`src/rtl/matmul_scheduler.sv`:
```
// Drives one shared inner_product unit through the N*N row/column pairs of C = A x B.
// It latches A and B on accept, collects each dot product into C, and hands the full C back.
module matmul_scheduler #(
    parameter int N      = 4,
    parameter int ELEM_W = 32
) (
    input  logic                     clk,
    input  logic                     rst,
    input  logic [N*N*ELEM_W-1:0]    a_mat,
    input  logic [N*N*ELEM_W-1:0]    b_mat,
    input  logic                     mats_i_stb,
    output logic                     mats_i_ack,
    output logic [N*N*ELEM_W-1:0]    c_mat,
    output logic                     c_o_stb,
    input  logic                     c_o_ack,
    output logic                     busy,
    output logic [N*ELEM_W-1:0]      ip_row,
    output logic [N*ELEM_W-1:0]      ip_column,
    output logic                     ip_row_stb,
    input  logic                     ip_row_ack,
    output logic                     ip_column_stb,
    input  logic                     ip_column_ack,
    input  logic [ELEM_W-1:0]        ip_out,
    input  logic                     ip_out_stb,
    output logic                     ip_out_ack
);
    localparam int NN   = N * N;
    localparam int IDXW = (NN > 1) ? $clog2(NN) : 1;

    typedef enum logic [1:0] {IDLE, ISSUE, WAIT, DONE} state_t;

    state_t                 state_q;
    logic [IDXW-1:0]        idx_q;
    logic [NN*ELEM_W-1:0]   a_q, b_q, c_q;
    logic [N*ELEM_W-1:0]    ip_row_q, ip_col_q;
    logic                   mats_ack_q, c_stb_q, busy_q;
    logic                   row_stb_q, col_stb_q, out_ack_q;

    logic [NN*ELEM_W-1:0]   src_a, src_b;
    logic [IDXW-1:0]        iss_idx;
    int                     iss_i, iss_j;
    logic [N*ELEM_W-1:0]    row_d, col_d;

    // Operands for the next issue: straight from the inputs on job accept (A/B are
    // being latched on that same edge), otherwise from the latched copies at idx+1.
    always_comb begin
        src_a   = (state_q == IDLE) ? a_mat : a_q;
        src_b   = (state_q == IDLE) ? b_mat : b_q;
        iss_idx = (state_q == IDLE) ? '0 : idx_q + IDXW'(1);
        iss_i   = int'(iss_idx) / N;
        iss_j   = int'(iss_idx) % N;
        row_d   = '0;
        col_d   = '0;
        for (int k = 0; k < N; k++) begin
            row_d[k*ELEM_W +: ELEM_W] = src_a[(iss_i*N + k)*ELEM_W +: ELEM_W];
            col_d[k*ELEM_W +: ELEM_W] = src_b[(k*N + iss_j)*ELEM_W +: ELEM_W];
        end
    end

    always_ff @(posedge clk or posedge rst) begin
        if (rst) begin
            state_q    <= IDLE;
            idx_q      <= '0;
            a_q        <= '0;
            b_q        <= '0;
            c_q        <= '0;
            ip_row_q   <= '0;
            ip_col_q   <= '0;
            mats_ack_q <= 1'b0;
            c_stb_q    <= 1'b0;
            busy_q     <= 1'b0;
            row_stb_q  <= 1'b0;
            col_stb_q  <= 1'b0;
            out_ack_q  <= 1'b0;
        end else begin
            case (state_q)
                IDLE: begin
                    if (mats_ack_q && mats_i_stb) begin
                        mats_ack_q <= 1'b0;
                        a_q        <= a_mat;
                        b_q        <= b_mat;
                        idx_q      <= '0;
                        busy_q     <= 1'b1;
                        ip_row_q   <= row_d;
                        ip_col_q   <= col_d;
                        row_stb_q  <= 1'b1;
                        col_stb_q  <= 1'b1;
                        state_q    <= ISSUE;
                    end else begin
                        mats_ack_q <= mats_i_stb && !mats_ack_q;
                    end
                end
                ISSUE: begin
                    // Row and column handshakes complete independently; data is held
                    // until both have gone.
                    if (ip_row_ack)
                        row_stb_q <= 1'b0;
                    if (ip_column_ack)
                        col_stb_q <= 1'b0;
                    if ((!row_stb_q || ip_row_ack) && (!col_stb_q || ip_column_ack)) begin
                        out_ack_q <= 1'b1;
                        state_q   <= WAIT;
                    end
                end
                WAIT: begin
                    if (ip_out_stb && out_ack_q) begin
                        c_q[int'(idx_q)*ELEM_W +: ELEM_W] <= ip_out;
                        out_ack_q <= 1'b0;
                        if (idx_q == IDXW'(NN-1)) begin
                            c_stb_q <= 1'b1;
                            state_q <= DONE;
                        end else begin
                            idx_q     <= idx_q + IDXW'(1);
                            ip_row_q  <= row_d;
                            ip_col_q  <= col_d;
                            row_stb_q <= 1'b1;
                            col_stb_q <= 1'b1;
                            state_q   <= ISSUE;
                        end
                    end
                end
                DONE: begin
                    if (c_o_ack) begin
                        c_stb_q <= 1'b0;
                        busy_q  <= 1'b0;
                        state_q <= IDLE;
                    end
                end
                default: state_q <= IDLE;
            endcase
        end
    end

    assign mats_i_ack    = mats_ack_q;
    assign c_mat         = c_q;
    assign c_o_stb       = c_stb_q;
    assign busy          = busy_q;
    assign ip_row        = ip_row_q;
    assign ip_column     = ip_col_q;
    assign ip_row_stb    = row_stb_q;
    assign ip_column_stb = col_stb_q;
    assign ip_out_ack    = out_ack_q;

endmodule

```
`config.mk`:
```
export PLATFORM = sky130hd
export DESIGN_NAME = matmul_scheduler
export DESIGN_NICKNAME = d
export VERILOG_FILES = /design/src/rtl/matmul_scheduler.sv
export SDC_FILE = /design/constraint.sdc
export NUM_CORES = 2
export LEC_CHECK = 0
export ABC_AREA = 0
export CAP_MARGIN = 10
export CELL_PAD_IN_SITES_DETAIL_PLACEMENT = 1
export CELL_PAD_IN_SITES_GLOBAL_PLACEMENT = 2
export CORE_AREA = 4 4 714 716
export CTS_CLUSTER_DIAMETER = 30
export CTS_CLUSTER_SIZE = 25
export DETAILED_ROUTE_END_ITERATION = 8
export DIE_AREA = 0 0 718 720
export PLACE_DENSITY_LB_ADDON = 0.12
export SYNTH_ARGS = -nofsm -noshare
export SYNTH_HDL_FRONTEND = slang
export SYNTH_SLANG_ARGS = --single-unit
```
`constraint.sdc`:
```
create_clock -name clk -period 96.5 [get_ports clk]
set_clock_uncertainty 0.2 [all_clocks]
set_input_delay 19.3 -clock clk [delete_from_list [all_inputs] [get_ports clk]]
set_output_delay 19.3 -clock clk [all_outputs]
set_load 0.05 [all_outputs]
```
# Word level (Yosys, flattened, before mapping)
# Cells that the tools add are included.
# word_totals
register_bits	1804
in_bits	1063
out_inout_bits	774
wordCells	105
# classes
n_addsub	8
n_eq_ne	12
shift	10
n_mux	38
reduce_logical	24
# op_table
cell	n
$shiftx A512 B11 Y32	5
$mux W512	2
$shiftx A512 B10 Y32	2
$mux W128	6
$bwmux W512	1
$pmux W128 S2	2
$shift A32 B33 Y512 const A	1
$shiftx A32 B33 Y512	1
$shiftx A512 B8 Y32	1
$neg A9 Y33	1
$mux W4	4
$ne A2 B2 Y1 const B	7
$reduce_and A4 Y1	3
$mux W1	11
$add A4 B2 Y5 const A	2
$add A4 B2 Y5 const B	2
$mux W2	5
$reduce_and A5 Y1	2
$pmux W2 S4	1
$pmux W4 S2	1
$reduce_bool A2 Y1	4
$pmux W1 S2	3
$pmux W1 S3	2
$reduce_and A3 Y1	2
other kinds (13)	21

# Logic depth before layout (Yosys ltp)
# depth
word_depth	7
depth_mapped	12

# Least setup slack after synthesis
# OpenSTA, ideal clock, no wires.
# synth_timing
path_kind	input to register
startpoint	in ip_out_stb
endpoint	reg c_q[57], in the netlist c_mat[57]
setup_time_ps	133
arrival_time_ps	20606
slack_ps	75561
stages	8
cell_sequence	nand4b_1 > buf_2 > nor2_1 > nand2_1 > clkbuf_1 > buf_2 > nand2_1 > o21ai_0
# synth_via
elab_chain_len	2
# synth_rtl
item	line	source
start: declaration	24	input logic ip_out_stb,
$logic_and A1 B1 Y1	106	if (ip_out_stb && out_ack_q) begin
$reduce_and A2 Y1 (no source line)	n/a	
end signal: indexed assignment	107	c_q[int'(idx_q)*ELEM_W +: ELEM_W] <= ip_out;
end: declaration	34	logic [NN*ELEM_W-1:0] a_q, b_q, c_q;
# Every way passes these cells.
# A chain may end at the register's enable or synchronous reset.

# Final worst setup path
# layout_timing
startpoint	in mats_i_stb
endpoint	reg ip_row_q[41], in the netlist ip_row[41]
# layout_via
elab_chain_len	3
# layout_rtl
item	line	source
start: declaration	11	input logic mats_i_stb,
$logic_and A1 B1 Y1	78	if (mats_ack_q && mats_i_stb) begin
$ne A2 B1 Y1 (no source line)	n/a	
$reduce_and A4 Y1 (no source line)	n/a	
end signal: assignment	84	ip_row_q <= row_d;
end signal: assignment	114	ip_row_q <= row_d;
end: declaration	35	logic [N*ELEM_W-1:0] ip_row_q, ip_col_q;
# Every way passes these cells.

==> results.sh <==
export IMPL_netlist_instances=6699
export IMPL_ant_nets=0
export IMPL_cts_root_buf="clkbuf_16"
export IMPL_cts_tree="built"
export IMPL_crit_fanout=114
export IMPL_port_buffers=1836
export IMPL_hp_class="reg2reg"
export IMPL_ys_seq_area_share_pct=58.8
export IMPL_cts_buffer_depth=4
export IMPL_cts_buffers_inserted=670
export IMPL_required_ns=97.14
export IMPL_die_height_um=720
export IMPL_initial_core_util_pct=15.2
export IMPL_grt_usage_pct=17.5
export IMPL_grt_max_degree=155
export IMPL_place_hpwl_um=349000
export IMPL_rows=261
export IMPL_ys_seq_elements=1804
export IMPL_power_density_mw_per_mm2=38.5
export IMPL_wl_um=468000
export IMPL_start_kind="input pin"
export IMPL_postCtsHoldBufs=0
export IMPL_cp_arrival_ns=25.14
export IMPL_critPathKind="in2reg"
export IMPL_synth_warnings=0
export IMPL_slowest_stage="clkdlybuf4s50_1"
export IMPL_grt_pass1_wl_um=629000
export IMPL_yosys_area_top_type_share_pct=58.8
export IMPL_slew_headroom_pct=21.8
export IMPL_grt_antenna_before_repair=433
export IMPL_final_common_cell="clkdlybuf4s50_1"
export IMPL_dp_cells=14900
export IMPL_place_gp_congestion=0.793
export IMPL_grt_overflow=0
export IMPL_synth_top_area_cell="dfrtp_1"
export IMPL_vias=64100
export IMPL_ys_top_cells_by_area="dfrtp_1 59%, mux2_2 16%, nand2_1 7.1%"
export IMPL_coreArea_mm2=0.504
export IMPL_post_route_period_util_pct=25.4
export IMPL_synth_edf_count=0
export IMPL_dr_first_iter_drc_count=2804
export IMPL_cts_resized=0
export IMPL_setup_viol=0
export IMPL_min_period_ns=24.51
export IMPL_async_flop_share_pct=100
export IMPL_die_w_um=718
export IMPL_ioPinCount=1837
export IMPL_post_drt_wl_per_cell_um=29.0
export IMPL_drt_first_pass_iters=7
export IMPL_syn_area_mm2=0.0768
export IMPL_clock_fmax_mhz=40.8
export IMPL_setup_tns_ns=0
export IMPL_end_kind="flop"
export IMPL_p_leak_nw=52.2
export IMPL_area_growth_pct=63.2
export IMPL_clock_sinks=1804
export IMPL_final_cells=16100
export IMPL_drive_above_1_share_pct=24.8
export IMPL_clock_latency_ns=1.01
export IMPL_status="complete, no violations"
export IMPL_postCtsSetupBuffers=0
export IMPL_yosysUniqueCellTypes=50
export IMPL_rsz0062_at_grt="false"
export IMPL_max_stage_delay_ns=0.92
export IMPL_syn_num_nets=7765
export IMPL_drv_slew=0
export IMPL_avgSynthCellArea_um2=11.5
export IMPL_grt_pass1_vias=69600
export IMPL_synth_main_ff_cell="dfrtp_1"
export IMPL_final_cell_mix="1824 x clkdlybuf4s50_1, 1803 x dfrtp_1, 1444 x nand2_1"
export IMPL_vdd_ir_drop_worst_uv=27.8
export IMPL_crit_chain="clkdlybuf4s50_1 > nand3b_1 > a22oi_2 > nand2_8 > buf_4 > buf_4 > buf_4 > buf_4 > a31oi_1 > a22o_1"
export IMPL_path_clk_slew_ns=0.04
export IMPL_cap_violations=0
export IMPL_hold_viol=0
export IMPL_die_area_mm2=0.517
export IMPL_worst_pin_slew_ns=1.17
export IMPL_drc=0
export IMPL_crit_top_cell="buf_4"
export IMPL_fin_nets=9893
export IMPL_viasPerCell=3.97
export IMPL_htreeDepth=6
-- stage by stage --
step	setup slack [ns]	power (mW)	utilization (%)	hold slack, ns	instance area [µm²]
global placement	70.72	2.80	20.4	0.253	103000
floorplan	26.07	2.13	-	0.273	76800
detailed placement	70.68	2.82	20.4	0.257	103000
CTS	71.78	4.95	24.8	0.265	125000
finish	71.99	4.83	24.9	0.259	125000
global route	71.59	5.09	24.8	0.286	125000
-- registers in the layout, summed over array words and instances, names as in the netlist, 2 cells and up --
signal	cells
a_q	512
b_q	512
c_mat	512
ip_column	128
ip_row	128
idx_q	4
state_q	2
-- per-layer routing --
metal	part of all wire (%)	GRT usage [%]	vias to the layer above
met1	38	19.1	32200
met2	50	31.3	2427
met5	0.31	0	-
met4	3.6	5.38	230
met3	8.0	6.57	1258
li1	-	-	28000
-- report_power, final --
part	switching (mW)	leakage, nW	total [mW]	internal [mW]
Combinational	0.963	18.3	1.51	0.547
Sequential	0.190	22.9	1.24	1.05
Clock	0.622	11.0	2.08	1.45
Total	1.78	52.2	4.83	3.05
-- synth_stat cells, types with 2 or more instances --
| master | n |
|---|---|
| dfrtp_1 | 1804 |
| nand2_1 | 1451 |
| mux2_2 | 1094 |
| o21ai_0 | 428 |
| clkbuf_1 | 283 |
| nor2_1 | 267 |
| a31oi_1 | 256 |
| mux2i_1 | 255 |
| o31ai_1 | 202 |
| buf_2 | 192 |
| a21oi_1 | 130 |
| a22o_1 | 128 |
| nand3_1 | 80 |
| buf_1 | 46 |
| inv_1 | 11 |
| o21ai_1 | 11 |
| nand2b_1 | 5 |
| nor3_1 | 4 |
| nor3_2 | 4 |
| and2_1 | 3 |
| ha_1 | 3 |
| nand3b_1 | 3 |
| or3_1 | 3 |
| a2111oi_4 | 2 |
| and3_1 | 2 |
| buf_4 | 2 |
| nand3_2 | 2 |
| nand4_1 | 2 |
| nor2b_1 | 2 |
| or2_2 | 2 |
| xnor2_1 | 2 |
| xnor2_2 | 2 |
-- cell families after synthesis --
| logic type | Yosys count | share of synthesized area (%) |
|---|---|---|
| AOI/OAI and AO/OA | 1165 | 9.40 |
| buffers and inverters | 534 | 2.93 |
| xor gates and xnor gates | 5 | 0.0864 |
| and+or+nand+nor | 1837 | 9.30 |
| DFF | 1804 | 58.8 |
| muxes | 1351 | 19.4 |
| adders and majority gates | 3 | 0.0489 |
-- worst max-delay path, delay by kind of cell --
| kind | cells | cell delay [ns] |
|---|---|---|
| buffers and inverters | 5 | 3.93 |
| AO/OA/AOI/OAI | 3 | 0.54 |
| AND/OR/NAND/NOR | 2 | 0.98 |
-- area by class of cell --
cell class              instances  area [µm²]
clock buffers                1054       20300
well taps                    6706        8390
flip-flops and latches       1804       45100
multi-input cells            4361       29500
repair buffers               1979       19500
diodes                         72         180
fillers                     55600      379000
inverters                      11        48.8
clock inverters               153        2160
-- worst paths after layout --
path / startpoint / to / slack [ns] / cells after the start
worst max-delay path: mats_i_stb / ip_row[41] / 71.99 / 10
worst min-delay path: c_mat[399] / c_mat[399] / 0.26 / 2
worst max register to register: idx_q[0] / ip_row[41] / 90.40 / 11
worst min register to register: c_mat[399] / c_mat[399] / 0.26 / 2
max in group asynchronous: rst / b_q[232] / 73.46 / 6
min in group asynchronous: rst / c_mat[126] / 18.65 / 2
Power figures use the tool's default switching activity.
